$ cat src/rtl/gbuff_pkg.sv
// Shared definitions for the global-buffer port arbiter: default widths,
// requester IDs and the owner-state encoding used by the grant FSM.
package gbuff_pkg;

  localparam int ADDR_BITS_DEF = 12;
  localparam int DATA_BITS_DEF = 32;
  localparam int MAX_BURST_DEF = 4;

  // Requester IDs double as bit positions in the req_*/rsp_* vectors.
  localparam int REQ_HOST  = 0;
  localparam int REQ_ARRAY = 1;

  // Owner FSM encoding.
  localparam logic [1:0] ST_IDLE = 2'd0;
  localparam logic [1:0] ST_OWN0 = 2'd1;
  localparam logic [1:0] ST_OWN1 = 2'd2;

  // Owner state that corresponds to a granted requester ID.
  function automatic logic [1:0] own_state(input logic id);
    return id ? ST_OWN1 : ST_OWN0;
  endfunction

  // One-hot grant vector for a requester ID.
  function automatic logic [1:0] id_onehot(input logic id);
    return id ? 2'b10 : 2'b01;
  endfunction

endpackage

$ cat src/rtl/gbuff_rr_grant.sv
// Round-robin grant with bounded bursts for the two gbuff requesters.
//
// state   | meaning
// --------+-----------------------------------------------------------
// ST_IDLE | no owner; a tie goes to the requester that did not win last
// ST_OWN0 | host owns the port; cnt counts its consecutive beats
// ST_OWN1 | array owns the port; cnt counts its consecutive beats
//
// The owner keeps the port while it requests, unless the other side is
// waiting and the owner has already used MAX_BURST beats. cnt saturates
// at MAX_BURST so a lone owner can stream indefinitely.
module gbuff_rr_grant
  import gbuff_pkg::*;
#(
  parameter int MAX_BURST = MAX_BURST_DEF
) (
  input  logic       clk,
  input  logic       rst_n,
  input  logic [1:0] req_valid,
  output logic [1:0] grant
);

  localparam int CNT_BITS = $clog2(MAX_BURST + 1);
  localparam logic [CNT_BITS-1:0] CNT_MAX = CNT_BITS'(MAX_BURST);
  localparam logic [CNT_BITS-1:0] CNT_ONE = CNT_BITS'(1);

  logic [1:0]          state_q, state_d;
  logic [CNT_BITS-1:0] cnt_q, cnt_d;
  logic                last_q, last_d;

  logic in_own;
  logic own_id;
  logic other_id;
  logic gnt_any;
  logic gnt_id;

  assign in_own   = (state_q == ST_OWN0) || (state_q == ST_OWN1);
  assign own_id   = (state_q == ST_OWN1);
  assign other_id = ~own_id;

  // Grant decision and next owner/counter/last-owner state.
  always_comb begin
    gnt_any = 1'b0;
    gnt_id  = 1'b0;
    state_d = state_q;
    cnt_d   = cnt_q;
    last_d  = last_q;

    if (!in_own) begin
      if (&req_valid) begin
        gnt_any = 1'b1;
        gnt_id  = ~last_q;
      end else if (|req_valid) begin
        gnt_any = 1'b1;
        gnt_id  = req_valid[REQ_ARRAY];
      end
    end else begin
      if (req_valid[own_id] && ((cnt_q < CNT_MAX) || !req_valid[other_id])) begin
        gnt_any = 1'b1;
        gnt_id  = own_id;
      end else if (req_valid[other_id]) begin
        gnt_any = 1'b1;
        gnt_id  = other_id;
      end
    end

    if (gnt_any) begin
      last_d = gnt_id;
      if (in_own && (gnt_id == own_id)) begin
        cnt_d = (cnt_q == CNT_MAX) ? cnt_q : cnt_q + CNT_ONE;
      end else begin
        state_d = own_state(gnt_id);
        cnt_d   = CNT_ONE;
      end
    end else begin
      state_d = ST_IDLE;
      cnt_d   = '0;
    end
  end

  // Grant is suppressed while reset is held so nothing reaches the BRAM.
  assign grant = (rst_n && gnt_any) ? id_onehot(gnt_id) : 2'b00;

  // Owner state, burst counter and last owner; host wins the first tie.
  always_ff @(posedge clk or negedge rst_n) begin
    if (!rst_n) begin
      state_q <= ST_IDLE;
      cnt_q   <= '0;
      last_q  <= 1'b1;
    end else begin
      state_q <= state_d;
      cnt_q   <= cnt_d;
      last_q  <= last_d;
    end
  end

endmodule

$ cat src/rtl/gbuff_arbiter.sv
// Shares one negedge-sampled global-buffer BRAM port between the host/CFU
// loader (requester 0) and the PE-array path (requester 1). The grant is
// combinational so the BRAM sees the chosen request at the next negedge;
// read data is captured at the following posedge and tagged back to the
// requester that issued the read.
module gbuff_arbiter
  import gbuff_pkg::*;
#(
  parameter int ADDR_BITS = ADDR_BITS_DEF,
  parameter int DATA_BITS = DATA_BITS_DEF,
  parameter int MAX_BURST = MAX_BURST_DEF
) (
  input  logic                 clk,
  input  logic                 rst_n,
  input  logic [1:0]           req_valid,
  output logic [1:0]           req_ready,
  input  logic [1:0]           req_wr,
  input  logic [ADDR_BITS-1:0] req_addr0,
  input  logic [ADDR_BITS-1:0] req_addr1,
  input  logic [DATA_BITS-1:0] req_wdata0,
  input  logic [DATA_BITS-1:0] req_wdata1,
  output logic [1:0]           rsp_valid,
  output logic [DATA_BITS-1:0] rsp_data,
  output logic                 bram_en,
  output logic                 bram_wr_en,
  output logic [ADDR_BITS-1:0] bram_index,
  output logic [DATA_BITS-1:0] bram_data_in,
  input  logic [DATA_BITS-1:0] bram_data_out
);

  logic [1:0]           grant;
  logic [1:0]           rd_grant;
  logic [1:0]           rsp_valid_q;
  logic [DATA_BITS-1:0] rsp_data_q;

  gbuff_rr_grant #(
    .MAX_BURST (MAX_BURST)
  ) u_rr_grant (
    .clk       (clk),
    .rst_n     (rst_n),
    .req_valid (req_valid),
    .grant     (grant)
  );

  assign req_ready = grant;
  assign rd_grant  = grant & ~req_wr;

  // Steer the granted requester onto the BRAM port; idle port drives zeros.
  always_comb begin
    bram_en      = 1'b0;
    bram_wr_en   = 1'b0;
    bram_index   = '0;
    bram_data_in = '0;
    if (grant[REQ_ARRAY]) begin
      bram_en      = 1'b1;
      bram_wr_en   = req_wr[REQ_ARRAY];
      bram_index   = req_addr1;
      bram_data_in = req_wdata1;
    end else if (grant[REQ_HOST]) begin
      bram_en      = 1'b1;
      bram_wr_en   = req_wr[REQ_HOST];
      bram_index   = req_addr0;
      bram_data_in = req_wdata0;
    end
  end

  // Response tag and data: the read issued last cycle returns this cycle;
  // holding the data in a register keeps it stable even if a back-to-back
  // read moves the BRAM output mid-cycle.
  always_ff @(posedge clk or negedge rst_n) begin
    if (!rst_n) begin
      rsp_valid_q <= 2'b00;
      rsp_data_q  <= '0;
    end else begin
      rsp_valid_q <= rd_grant;
      rsp_data_q  <= (|rd_grant) ? bram_data_out : '0;
    end
  end

  assign rsp_valid = rsp_valid_q;
  assign rsp_data  = rsp_data_q;

endmodule
$ cat config.mk
export PLATFORM = sky130hd
export DESIGN_NAME = gbuff_arbiter
export DESIGN_NICKNAME = d
export VERILOG_FILES = /design/src/rtl/gbuff_pkg.sv /design/src/rtl/gbuff_rr_grant.sv /design/src/rtl/gbuff_arbiter.sv
export SDC_FILE = /design/constraint.sdc
export NUM_CORES = 1
export LEC_CHECK = 0
export BUFFER_PORTS_ARGS = -buffer_cell sky130_fd_sc_hd__buf_2
export CORE_MARGIN = 5
export CORE_UTILIZATION = 40
export CTS_BUF_LIST = sky130_fd_sc_hd__clkbuf_4 sky130_fd_sc_hd__clkbuf_8
export CTS_CLUSTER_DIAMETER = 60
export DETAILED_ROUTE_END_ITERATION = 12
export HOLD_SLACK_MARGIN = 0.08
export MAX_ROUTING_LAYER = met4
export PLACE_DENSITY = 0.79
export SLEW_MARGIN = 30
export SYNTH_ARGS = -nofsm -noshare
export SYNTH_HDL_FRONTEND = slang
export SYNTH_SLANG_ARGS = --single-unit
export TNS_END_PERCENT = 50
$ cat constraint.sdc
create_clock -name clk -period 1.8 [get_ports clk]
set_input_delay 0 -clock clk [delete_from_list [all_inputs] [get_ports clk]]
set_output_delay 0 -clock clk [all_outputs]
set_load 0.01 [all_outputs]
# [Word-level counts from Yosys, hierarchy flattened]
# Cells that the tools add are included.
[word_totals] reg_bits=40 out_inout_bits=82
[op_classes] add_sub_neg=1 order_cmp=3 n_eq_ne=6 mux=30 bitwise_logic=4 n_reduce_logical=9
[op_table] cell="32-bit two-way mux" count=3
[op_table] cell="12-bit two-way mux" count=2
[op_table] cell="1-bit two-way mux" count=18
[op_table] cell="3-bit two-way mux" count=3
[op_table] cell="2-bit two-way mux" count=4
[op_table] cell="1-bit by 2-bit < comparator with 1-bit output, second input constant" count=2
[op_table] cell="2-bit OR reduction" count=2
[op_table] cell="3-bit by 1-bit adder with 3-bit output, second input constant" count=1
[op_table] cell="3-bit equality test, second input constant" count=1
[op_table] cell="1-bit logical AND" count=3
[op_table] cell="3-bit < comparator, second input constant" count=1
[op_table] cell="3-bit inequality test, second input constant" count=1
[op_table] cell="2-bit bitwise AND" count=1
[op_table] cell="2-bit by 1-bit equality test with 1-bit output, second input constant" count=1
[op_table] cell="2-bit equality test, second input constant" count=1
[op_table] cell="1-bit logical OR" count=2
[op_table] cell="2-bit inequality test, second input constant" count=1
[op_table] cell="1-bit NOT" count=2
[op_table] cell="2-bit NOT" count=1
[op_table] cell="2-bit AND reduction" count=1
[op_table] cell="1-bit equality test" count=1
[op_table] cell="1-bit logical NOT" count=1

# [Logic depth before layout (Yosys ltp)]
# Gate-level depths: netlist of run 1.
[depth] ltp_word=14 ltp_mapped=11 mapped_depth_nobuf=8

# [By module]
# Synthesis of run 1 repeated with hierarchy kept, for this count alone.
[hier_totals] hier_cells=194 hier_area_um2=2115.8
[by_module_without_submodules] mod="gbuff_arbiter" n_inst=1 cells_per_inst=135 area_each_um2=1605.3
[by_module_without_submodules] mod="gbuff_rr_grant" n_inst=1 cells_per_inst=59 area_each_um2=510.5

# [Worst setup path before layout of run 1]
# No wires, ideal clock.
[synth_timing] path_kind="flip-flop to flip-flop" from="register u_rr_grant.state_q[0]" to="register u_rr_grant.state_q[1]" setup_ns=0.125 t_arrival_ns=1.838 required_time_ns=1.675 path_slack_ns=-0.163 stages_incl_launch_ff=7 n_path_buf=1 path_cell_list="dfrtp_1 > inv_1 > ha_1 > buf_2 > mux2_2 > a2111oi_4 > mux2_2"
[synth_between] elab_chain_len=11
[synth_rtl] element="start: declaration" line_no="gbuff_rr_grant.sv:27" rtl="logic [1:0] state_q, state_d;"
[synth_rtl] element="start signal: assignment" line_no="gbuff_rr_grant.sv:91" rtl="state_q <= state_d;"
[synth_rtl] element="2-bit equality test" line_no="gbuff_rr_grant.sv:37, gbuff_rr_grant.sv:38"
[synth_rtl] element="1-bit two-way mux (implied by the code) (2 in series)" line_no="gbuff_rr_grant.sv:58, gbuff_rr_grant.sv:61"
[synth_rtl] element="1-bit logical NOT" line_no="gbuff_rr_grant.sv:58" rtl="if (req_valid[own_id] && ((cnt_q < CNT_MAX) || !req_valid[other_id])) begin"
[synth_rtl] element="1-bit logical OR" line_no="gbuff_rr_grant.sv:58"
[synth_rtl] element="1-bit logical AND" line_no="gbuff_rr_grant.sv:58"
[synth_rtl] element="1-bit two-way mux" line_no="gbuff_rr_grant.sv:58"
[synth_rtl] element="1-bit two-way mux" line_no="gbuff_rr_grant.sv:49" rtl="if (!in_own) begin"
[synth_rtl] element="2-bit two-way mux or 1-bit equality test (tied branches)" line_no="gbuff_pkg.sv:20, gbuff_rr_grant.sv:69"
[synth_rtl] element="2-bit two-way mux or 1-bit logical AND (tied branches)" line_no="gbuff_rr_grant.sv:69" rtl="if (in_own && (gnt_id == own_id)) begin"
[synth_rtl] element="2-bit two-way mux or 2-bit inequality test (tied branches)"
# Several ways; a longest one is shown, not always the timed one. The select of a mux whose other input is x is not followed.
# A chain may end at the register's enable or synchronous reset.

# [Worst setup path after layout of run 1]
[layout_timing] from="register u_rr_grant.state_q[1]" to="output bram_data_in[31]"
[layout_between] elab_chain_len=12
[layout_rtl] element="2-bit equality test" line_no="gbuff_rr_grant.sv:37, gbuff_rr_grant.sv:38"
[layout_rtl] element="1-bit two-way mux (implied by the code) (2 in series)" line_no="gbuff_rr_grant.sv:58, gbuff_rr_grant.sv:61"
[layout_rtl] element="1-bit logical NOT" line_no="gbuff_rr_grant.sv:58"
[layout_rtl] element="1-bit logical OR" line_no="gbuff_rr_grant.sv:58"
[layout_rtl] element="1-bit logical AND" line_no="gbuff_rr_grant.sv:58"
[layout_rtl] element="1-bit two-way mux" line_no="gbuff_rr_grant.sv:58"
[layout_rtl] element="1-bit two-way mux" line_no="gbuff_rr_grant.sv:49"
[layout_rtl] element="2-bit two-way mux or 1-bit logical AND (tied branches)" line_no="gbuff_pkg.sv:25, gbuff_rr_grant.sv:82"
[layout_rtl] element="2-bit two-way mux (*)" line_no="gbuff_rr_grant.sv:82" rtl="assign grant = (rst_n && gnt_any) ? id_onehot(gnt_id) : 2'b00;"
[layout_rtl] element="32-bit two-way mux" line_no="gbuff_arbiter.sv:59" rtl="end else if (grant[REQ_HOST]) begin"
[layout_rtl] element="32-bit two-way mux (*)" line_no="gbuff_arbiter.sv:54" rtl="if (grant[REQ_ARRAY]) begin"
[layout_rtl] element="end: declaration" line_no="gbuff_arbiter.sv:27" rtl="output logic [DATA_BITS-1:0] bram_data_in,"
# Mark *: on every way between the ends. The rest lies on a longest branch, timed or not. The select of a mux whose other input is x is not followed.

==> impl_metrics.toml, run 1 <==
[drt]
drtIter0Drc = 118
drcViolationCount = 0
drtAntennaViolNets = 0
drt_pre_antenna_iters = 6
wire_per_inst_um = 15.96
route.vias.total = 3598
routed_via_density = 4.949
wl_mm = 11.60

[run_status]
status = "finished, violations left"
failed_checks = "setup timing"

[power]
power_density_mw_per_mm2 = 1399
p_leak_nw = 2.811
vdd_ir_drop_max_mv = 0.6891

[layout]
fin_nets = 751
layout_common_cells = "buf_2, nand2_1, nand3b_1, mux2i_2, dfrtp_1"
area_growth_syn_to_layout_pct = 65.11
utilization_pct = 66.90
antenna_cells = 0
drive_above_1_share_pct = 54.02
final_common_cell = "buf_2"

[floorplanning]
rows = 33
core_mm2 = 0.008134
die_width_um = 100.8
die_y_um = 100.8
dieArea_mm2 = 0.01015
ioPinCount = 208
initial_utilization_pct = 40.52

[worst_setup_path]
start_kind = "flip-flop"
reg2reg_slack_ns = -0.44
cp.arrival_ns = 2.40
crit_path_top_delay_cell = "o41a_4"
r2r_cells = 10
crit_fanout = 6
cp.buffers_inverters = 4
setup.worst_path.class = "flip-flop to output pin"
path_delay_family = "compound AO/OA/AOI/OAI gates"
cp_data_required_time_ns = 1.80
r2r-end = "rsp_data[27]$_DFF_PN0_"
path_cells = "buf_6 -> ha_4 -> nor2_4 -> o21a_1 -> o41a_4 -> buf_12 -> buf_16 -> mux2i_2 -> buf_2"
worstSetupEndpointType = "output pin"
timing.rr.start = "u_rr_grant.state_q[1]$_DFFE_PN0P_"
max_stage_delay_ns = 0.50

[place]
numPortBuffers = 207
place.gp.congestion = 0.8539
dpl.hpwl_mm = 7.677

[grt]
grt_pass1_wl_mm = 18.27
track_usage_pct = 22.79
grt_overflow = 0
grt_max_degree = 63
grt_pass1_vias = 3683
antenna_found_initial = 0

[logic_synthesis]
yosysTopAreaCell = "dfrtp_1"
synth-seq-cells = 40
ys_seq_area_share_pct = 30.41
avgSynthCellArea_um2 = 9.104
synth_top_area_share_pct = 29.61
synth_cells = 362
netlist_area_mm2 = 0.003296
yosys_warnings = 0
synth_cell_types = 40
ys_top_cells_by_area = "dfrtp_1, mux2i_1, nand3b_1"
synth_nets = 492
synthFlopType = "dfrtp_1"
async_reset_ff_share_pct = 100.0
synth-edff-count = 0

[timing]
finalHoldViolCount = 0
finClkSkew_ns = 0.005365
setup_viol = 88
slew_headroom_pct = 65.43
post-route-min-period_ns = 2.399
whs_ns = 0.2430
worst_pin_slew_ns = 0.5185
fin_ws_ns = -0.5990
fin_crit_sh_pct = 133.3
tns_ns = -37.10
slew_violations = 0
rsz0062_at_grt = "yes"
fmax_mhz = 416.8

[run]
cap_violations = 0

[cts]
clkLatencyLatePin_ns = 0.28
h-tree-depth = 2
cts_tree = "done"
clock_sinks = 40
cts.clk_slew.worst_paths_ns = 0.08
numCtsBuffers = 5
cts.path.max_buffers = 2
cts_root_buffer = "clkbuf_8"

[min_path]
holdCritPathClass = "input port to flip-flop"
whs_path_depth = 2
hold_start = "req_wr[1]"
whs_endpoint = "rsp_valid[1]$_DFF_PN0_"
-- registers in the layout, indices dropped and copies added, names as in the netlist --
signal              flops
rsp_data               32
u_rr_grant.cnt_q        3
u_rr_grant.state_q      2
rsp_valid               2
u_rr_grant.last_q       1
-- logic make-up (layout without fill, tap and decap cells) --
logic type / Yosys count / in the layout / share of synthesized area [%]
and+or+nand+nor: 181 / 181 / 29.99
muxes: 79 / 79 / 24.07
buffers and inverters: 44 / 304 / 10.21
DFF: 40 / 40 / 30.41
AOI/OAI and AO/OA: 14 / 14 / 3.797
adders and majority gates: 4 / 4 / 1.519
-- power by group --
group          total (mW)  internal [mW]  switching (mW)
Clock               0.616          0.306           0.310
Sequential           1.20           1.11          0.0862
Combinational        5.80           3.17            2.63
-- cell usage after synthesis, types with 4 or more instances --
cell       n
clkbuf_1   6
buf_12     7
ha_1       4
nand3b_1  66
nand2_1   94
nor2_1     5
mux2i_1   77
dfrtp_1   39
buf_2     19
inv_1      6
-- timing repair --
action | in CTS | in global routing
hold buffers | 33 | 0
gates resized for setup | 23 | 19
pin swaps | 5 | 3
setup buffers | 7 | 14
endpoints found under the hold margin | 71 | 0
cloned | 6 | 0
setup endpoints to repair | 87 | 88
-- metrics by stage --
stage	power, mW	setup WS (ns)	instance area [um^2]	instances
after floorplan	4.925	-0.04511	3607	362
after global placement	5.413	-0.3025	4573	662
after detailed placement	5.507	-0.3920	4573	662
after CTS	7.402	-0.5910	5325	716
after global routing	8.055	-0.7017	5441	727
final	7.614	-0.5990	5441	727
-- per-layer routing --
layer | global-route usage, % | vias to the layer above | part of all wire [%]
met3 | 2.699 | 15 | 6.6
met1 | 26.69 | 1685 | 38
met5 | - | - | 0
met2 | 41.77 | 147 | 54
li1 | - | 1751 | -
met4 | 4.663 | 0 | 1.2
-- worst max path at each step --
stage,from,endpoint,slack [ns],cells after the start
finish,u_rr_grant.state_q[1]$_DFFE_PN0P_,bram_data_in[31],-0.60,9
global route,u_rr_grant.state_q[1]$_DFFE_PN0P_,bram_data_in[13],-0.70,11
CTS,u_rr_grant.state_q[1]$_DFFE_PN0P_,bram_data_in[31],-0.59,9
detailed placement,u_rr_grant.state_q[0]$_DFFE_PN0P_,bram_wr_en,-0.39,8
global placement,u_rr_grant.state_q[0]$_DFFE_PN0P_,bram_wr_en,-0.30,7
floorplan,u_rr_grant.state_q[0]$_DFFE_PN0P_,rsp_data[0]$_DFF_PN0_,-0.05,8
-- area by class of cell --
type                    count  area [um^2]
multi-input cells         278         2238
clock inverters             2        10.01
clock buffers               6        82.58
well taps                 105        131.4
repair buffers            289         1946
inverters                   7        31.28
flip-flops and latches     40         1002
fillers                   614         2693
No activity file was read; power rests on OpenSTA's default activity.
==> inputs of run 2 (changes only) <==
--- a/config.mk
+++ b/config.mk
@@ -7,15 +7,16 @@
 export LEC_CHECK = 0
 export BUFFER_PORTS_ARGS = -buffer_cell sky130_fd_sc_hd__buf_2
 export CORE_MARGIN = 5
-export CORE_UTILIZATION = 40
+export CORE_UTILIZATION = 34
 export CTS_BUF_LIST = sky130_fd_sc_hd__clkbuf_4 sky130_fd_sc_hd__clkbuf_8
 export CTS_CLUSTER_DIAMETER = 60
 export DETAILED_ROUTE_END_ITERATION = 12
 export HOLD_SLACK_MARGIN = 0.08
 export MAX_ROUTING_LAYER = met4
-export PLACE_DENSITY = 0.79
+export PLACE_DENSITY = 0.8
 export SLEW_MARGIN = 30
 export SYNTH_ARGS = -nofsm -noshare
 export SYNTH_HDL_FRONTEND = slang
+export SYNTH_HIERARCHICAL = 1
 export SYNTH_SLANG_ARGS = --single-unit
 export TNS_END_PERCENT = 50
==> run 2 against run 1 <==
Against the previous run:
- the flow still finishes with violations (setup timing)
- sequential share of layout area is 7.3 points higher
- clock-buffer cell count is 1 higher
- global-route usage is 1.4 points lower
- cell area is 28% lower
- clock skew is 0.0069 ns higher
- wire length is 25% lower
- largest power group unchanged
==> impl_metrics.toml, run 2 <==
[run_status]
status = "finished, violations left"
failed_checks = "setup timing"

[timing]
slew_violations = 0
finClkSkew_ns = 0.01222
slew_headroom_pct = 68.19
finalHoldViolCount = 0
rsz0062_at_grt = "yes"
fin_crit_sh_pct = 131.7
worst_pin_slew_ns = 0.4772
post-route-min-period_ns = 2.370
fmax_mhz = 421.9
fin_ws_ns = -0.5704
setup_viol = 81

[power]
switchingPower_mw = 1.885
vdd_ir_drop_max_mv = 0.7568
p_leak_nw = 2.231
internal_power_mw = 2.943
power_frac_seq_pct = 24.5
p_total_mw = 4.828
pwr-share-comb_pct = 63.0
power_density_mw_per_mm2 = 1240
clock_power_share_pct = 12.5
sw_frac_of_total_pct = 39.04

[floorplanning]
ioPinCount = 208
die_y_um = 88.89
initial_utilization_pct = 35.32
dieArea_mm2 = 0.007901
core_mm2 = 0.005991
die_width_um = 88.89
rows = 28

[cts]
h-tree-depth = 2
cts.path.max_buffers = 2
clkLatencyLatePin_ns = 0.29
cts_tree = "done"
cts_root_buffer = "clkbuf_8"
clock_sinks = 40
cts.clk_slew.worst_paths_ns = 0.07
numCtsBuffers = 5

[layout]
fin_nets = 579
area_growth_syn_to_layout_pct = 83.97
final_common_cell = "buf_2"
layout_common_cells = "buf_2, a22o_1, dfrtp_1, dlygate4sd3_1, a21boi_1"
largest_register_ffs = 32
instances_no_fill = 526
drive_above_1_share_pct = 56.89

[logic_synthesis]
synth_cells = 194
synth-seq-cells = 40
synthFlopType = "dfrtp_1"
ys_top_cells_by_area = "dfrtp_1, a22o_1, a21boi_0"
async_reset_ff_share_pct = 100.0
synth-edff-count = 0
yosys_warnings = 6
yosysMostFrequentCell = "a22o_1"
synthTopCellsByCount = "a22o_1, dfrtp_1, a21boi_0, inv_1, buf_2"
netlist_area_mm2 = 0.002116
synth_nets = 324
synth_top_area_share_pct = 46.13
yosysTopAreaCell = "dfrtp_1"
avgSynthCellArea_um2 = 10.91
ys_seq_area_share_pct = 47.37
synth_cell_types = 35

[grt]
grt_pass1_wl_mm = 12.53
grt_overflow = 0
grt_max_degree = 39
track_usage_pct = 21.38
antenna_found_initial = 1
grt_pass1_vias = 2548

[worst_setup_path]
cp.arrival_ns = 2.37
start_kind = "flip-flop"
setup.worst_path.class = "flip-flop to output pin"
worstSetupEndpointType = "output pin"
cp_data_required_time_ns = 1.80
crit_fanout = 21

[drt]
drtIter0Drc = 153
drcViolationCount = 0
route.vias.total = 2553
drt_pre_antenna_iters = 4
drtAntennaViolNets = 0
wl_mm = 8.720
routed_via_density = 4.854
wire_per_inst_um = 16.58

[place]
numPlacedInstances = 481
numPortBuffers = 207
dpl.hpwl_mm = 6.420
place.gp.congestion = 0.8991

[min_path]
holdCritPathClass = "input port to flip-flop"

[run]
cap_violations = 0
-- run 2: layer usage --
metal | up-vias | track usage, % | part of all wire [%] | wire, um
met5 | - | - | 0 | 0
met1 | 1180 | 22.02 | 34 | 2960
met4 | 0 | 4.808 | 1.8 | 156
li1 | 1235 | - | - | -
met2 | 124 | 40.35 | 55 | 4794
met3 | 14 | 5.400 | 9.3 | 807
-- run 2: final timing paths --
check                                                        from                         endpoint  slack, ns  depth (start not counted)
worst min register to register      u_rr_grant/last_q$_DFFE_PN1N_    u_rr_grant/last_q$_DFFE_PN1N_       0.50                          2
worst max register to register  u_rr_grant/state_q[0]$_DFFE_PN0P_            rsp_data[9]$_DFF_PN0_      -0.25                         10
worst max-delay path            u_rr_grant/state_q[0]$_DFFE_PN0P_                  bram_data_in[0]      -0.57                         10
min in group asynchronous                                   rst_n           rsp_data[10]$_DFF_PN0_       0.35                          3
worst min-delay path                                 req_valid[1]  u_rr_grant/cnt_q[1]$_DFFE_PN0P_       0.19                          4
max in group asynchronous                                   rst_n           rsp_valid[1]$_DFF_PN0_       1.04                          3
-- run 2: cell type report --
type                       count  area (um^2)
clock buffer                   7        83.83
antenna                        1        2.502
tap                           75        93.84
clock inverter                 1        8.758
fill                         474         2098
sequential                    40         1002
inverter                       9        33.78
multi-input combinational    128         1046
timing repair buffer         265         1622
-- run 2: through the flow --
stage               setup TNS [ns]  hold slack (ns)  util, %  setup WS, ns  area [um^2]
detailed placement          -22.00          -0.1847    56.47       -0.3171         3383
CTS                         -33.53           0.1862    64.79       -0.5894         3881
floorplan                   -14.11          -0.2956        -       -0.2282         2156
global route                -42.56           0.2197    64.97       -0.7019         3892
global placement            -19.59          -0.1811    56.47       -0.3016         3383
finish                      -32.80           0.1934    64.97       -0.5704         3892
-- run 2: what timing repair did --
| action | 4_1_cts | 5_1_grt |
|---|---|---|
| cloned | 1 | 0 |
| endpoints found under the setup margin | 82 | 82 |
| gates resized for setup | 33 | 5 |
| hold buffers | 34 | 0 |
| buffers inserted | 1 | 0 |
| hold endpoints to repair | 71 | 0 |
| pin swaps | 1 | 0 |
-- run 2: cells by family (layout without fill, tap and decap cells) --
family / after synthesis / after routing / share of synthesized area, %
AND/OR/NAND/NOR: 26 / 26 / 7.156
other: 0 / 1 / 0
flip-flops: 40 / 40 / 47.37
adder cells (fa/ha/maj): 4 / 4 / 2.366
XOR/XNOR: 1 / 1 / 0.4140
buffers and inverters: 26 / 282 / 6.091
AO/OA/AOI/OAI: 97 / 97 / 36.61
-- run 2: critical path: stages (launching register included) --
cell	delay (ns)
dfrtp_1	0.38
inv_2	0.09
ha_4	0.22
or3b_1	0.35
a21oi_1	0.15
a31oi_1	0.07
and3_4	0.17
nor2b_4	0.14
clkbuf_16	0.18
a22o_1	0.20
buf_2	0.13
-- run 2: power by group through the flow --
stage	sequential (mW)	combinational (mW)	clock (mW)
after floorplan	1.28	1.55	0
after global placement	1.20	2.78	0
after detailed placement	1.20	2.81	0
after CTS	1.18	3.04	0.616
after global routing	1.21	3.30	0.663
final	1.18	3.04	0.603
==> inputs of run 3 (changes only) <==
--- a/config.mk
+++ b/config.mk
@@ -14,6 +14,7 @@
 export HOLD_SLACK_MARGIN = 0.08
 export MAX_ROUTING_LAYER = met4
 export PLACE_DENSITY = 0.8
+export RECOVER_POWER = 25
 export SLEW_MARGIN = 30
 export SYNTH_ARGS = -nofsm -noshare
 export SYNTH_HDL_FRONTEND = slang
==> run 3 against run 2 <==
Against the previous run:
- the flow still finishes with violations (setup timing)
- cell area about the same
- critical path type unchanged
- largest cell class unchanged
- via count unchanged
- cell count unchanged
==> impl_metrics.toml, run 3 (synthesized netlist as in run 2, its figures left out) <==
[run_status]
status = "finished, violations left"
failed_checks = "setup timing"

[worst_setup_path]
start_kind = "flip-flop"
setup.worst_path.class = "flip-flop to output pin"
crit_path_top_delay_cell = "dfrtp_1"
cp_data_required_time_ns = 1.80
path_cells = "inv_2 -> ha_4 -> or3b_1 -> a21oi_1 -> a31oi_1 -> and3_4 -> nor2b_4 -> clkbuf_16 -> a22o_1 -> buf_2"
cp.arrival_ns = 2.37
path_delay_family = "simple AND/OR/NAND/NOR gates"
cp.buffers_inverters = 3
max_stage_delay_ns = 0.38
worstSetupEndpointType = "output pin"
crit_fanout = 21

[place]
numPortBuffers = 207
numPlacedInstances = 481
dpl.hpwl_mm = 6.420
place.gp.congestion = 0.8991
place_ws_ns = -0.3171
placed_area_mm2 = 0.003383

[cts]
cts_root_buffer = "clkbuf_8"
clock_sinks = 40
numCtsBuffers = 5
cts.path.max_buffers = 2
clkLatencyLatePin_ns = 0.29
h-tree-depth = 2
cts_tree = "done"
cts.clk_slew.worst_paths_ns = 0.07

[power]
vdd_ir_drop_max_mv = 0.7568
clock_power_share_pct = 12.5
sw_frac_of_total_pct = 39.07
switchingPower_mw = 1.885
power_density_mw_per_mm2 = 1241
power_frac_seq_pct = 24.5
internal_power_mw = 2.941
p_total_mw = 4.826
p_leak_nw = 2.223
pwr-share-comb_pct = 63.0

[min_path]
holdCritPathClass = "input port to flip-flop"

[floorplanning]
dieArea_mm2 = 0.007901
rows = 28
initial_utilization_pct = 35.32
die_y_um = 88.89
core_mm2 = 0.005991
die_width_um = 88.89
ioPinCount = 208

[timing]
whs_ns = 0.1934
slew_violations = 0
fin_crit_sh_pct = 131.7
finClkSkew_ns = 0.01221
fin_ws_ns = -0.5704
fmax_mhz = 421.9
post-route-min-period_ns = 2.370
slew_headroom_pct = 68.19
worst_pin_slew_ns = 0.4772
tns_ns = -32.80
finalHoldViolCount = 0
setup_viol = 81
rsz0062_at_grt = "yes"

[drt]
drt_pre_antenna_iters = 4
wire_per_inst_um = 16.58
route.vias.total = 2553
drcViolationCount = 0
drtIter0Drc = 147
routed_via_density = 4.854
wl_mm = 8.721
drtAntennaViolNets = 0

[layout]
drive_above_1_share_pct = 56.44
multi_input_area_mm2 = 0.001046
fill_cells = 475
seq_area_mm2 = 0.001002
instances_no_fill = 526
largest_register_ffs = 32
final_common_cell = "buf_2"
layout_common_cells = "buf_2, a22o_1, dfrtp_1, dlygate4sd3_1, a21boi_1"
utilization_pct = 64.93
finish.instance_area_mm2 = 0.003890
area_growth_syn_to_layout_pct = 83.86
fin_nets = 579

[grt]
grt_max_degree = 39
grt_pass1_vias = 2548
antenna_found_initial = 1
grt_overflow = 0
track_usage_pct = 21.38
grt_pass1_wl_mm = 12.53

[run]
cap_violations = 0
-- run 3: cell count changes in the layout (fill, tap and decap cells not counted), sizes merged --
cell    delta
buf        -2
clkbuf     +2
-- run 3: final cells by class --
type                            instances  share of cell area, %
Tap cell                               75                  2.412
Inverter                                9                 0.8684
Sequential cell                        40                  25.76
Antenna cell                            1                0.06433
Timing Repair Buffer                  265                  41.62
Multi-Input combinational cell        128                  26.89
Clock inverter                          1                 0.2252
Clock buffer                            7                  2.155
-- run 3: path summary, 6_finish.rpt --
check,slack [ns],cells past startpoint,start,to
max in group asynchronous,1.04,3,rst_n,rsp_valid[1]$_DFF_PN0_
worst min register to register,0.50,2,u_rr_grant/last_q$_DFFE_PN1N_,u_rr_grant/last_q$_DFFE_PN1N_
worst max register to register,-0.25,10,u_rr_grant/state_q[0]$_DFFE_PN0P_,rsp_data[9]$_DFF_PN0_
min in group asynchronous,0.35,3,rst_n,rsp_data[10]$_DFF_PN0_
worst min-delay path,0.19,4,req_valid[1],u_rr_grant/cnt_q[1]$_DFFE_PN0P_
worst max-delay path,-0.57,10,u_rr_grant/state_q[0]$_DFFE_PN0P_,bram_data_in[0]
-- run 3: routing by layer --
layer / share of wire, % / vias up / track usage, %
met2: 55 / 124 / 40.35
met5: 0 / - / -
met1: 34 / 1180 / 22.02
met3: 9.3 / 14 / 5.400
met4: 1.8 / 0 / 4.808
li1: - / 1235 / -
-- run 3: tightest hold or removal path: stages --
cell and delay, ns:
buf_2 0.14, nand3_1 0.07, a21oi_1 0.09, a21boi_0 0.12
-- run 3: what timing repair did --
action / 4_1_cts / 5_1_grt
gates cloned: 1 / 0
buffers inserted: 1 / 0
hold buffers: 34 / 0
pin swaps: 1 / 0
gates resized for setup: 33 / 5
endpoints found under the setup margin: 82 / 82
hold endpoints to repair: 71 / 0
-- run 3: power groups by stage --
| stage | combinational (mW) | sequential, mW | clock, mW |
|---|---|---|---|
| after global placement | 2.78 | 1.20 | 0 |
| after CTS | 3.04 | 1.18 | 0.616 |
| after detailed placement | 2.81 | 1.20 | 0 |
| after global routing | 3.30 | 1.21 | 0.663 |
| after floorplan | 1.55 | 1.28 | 0 |
| final | 3.04 | 1.18 | 0.603 |
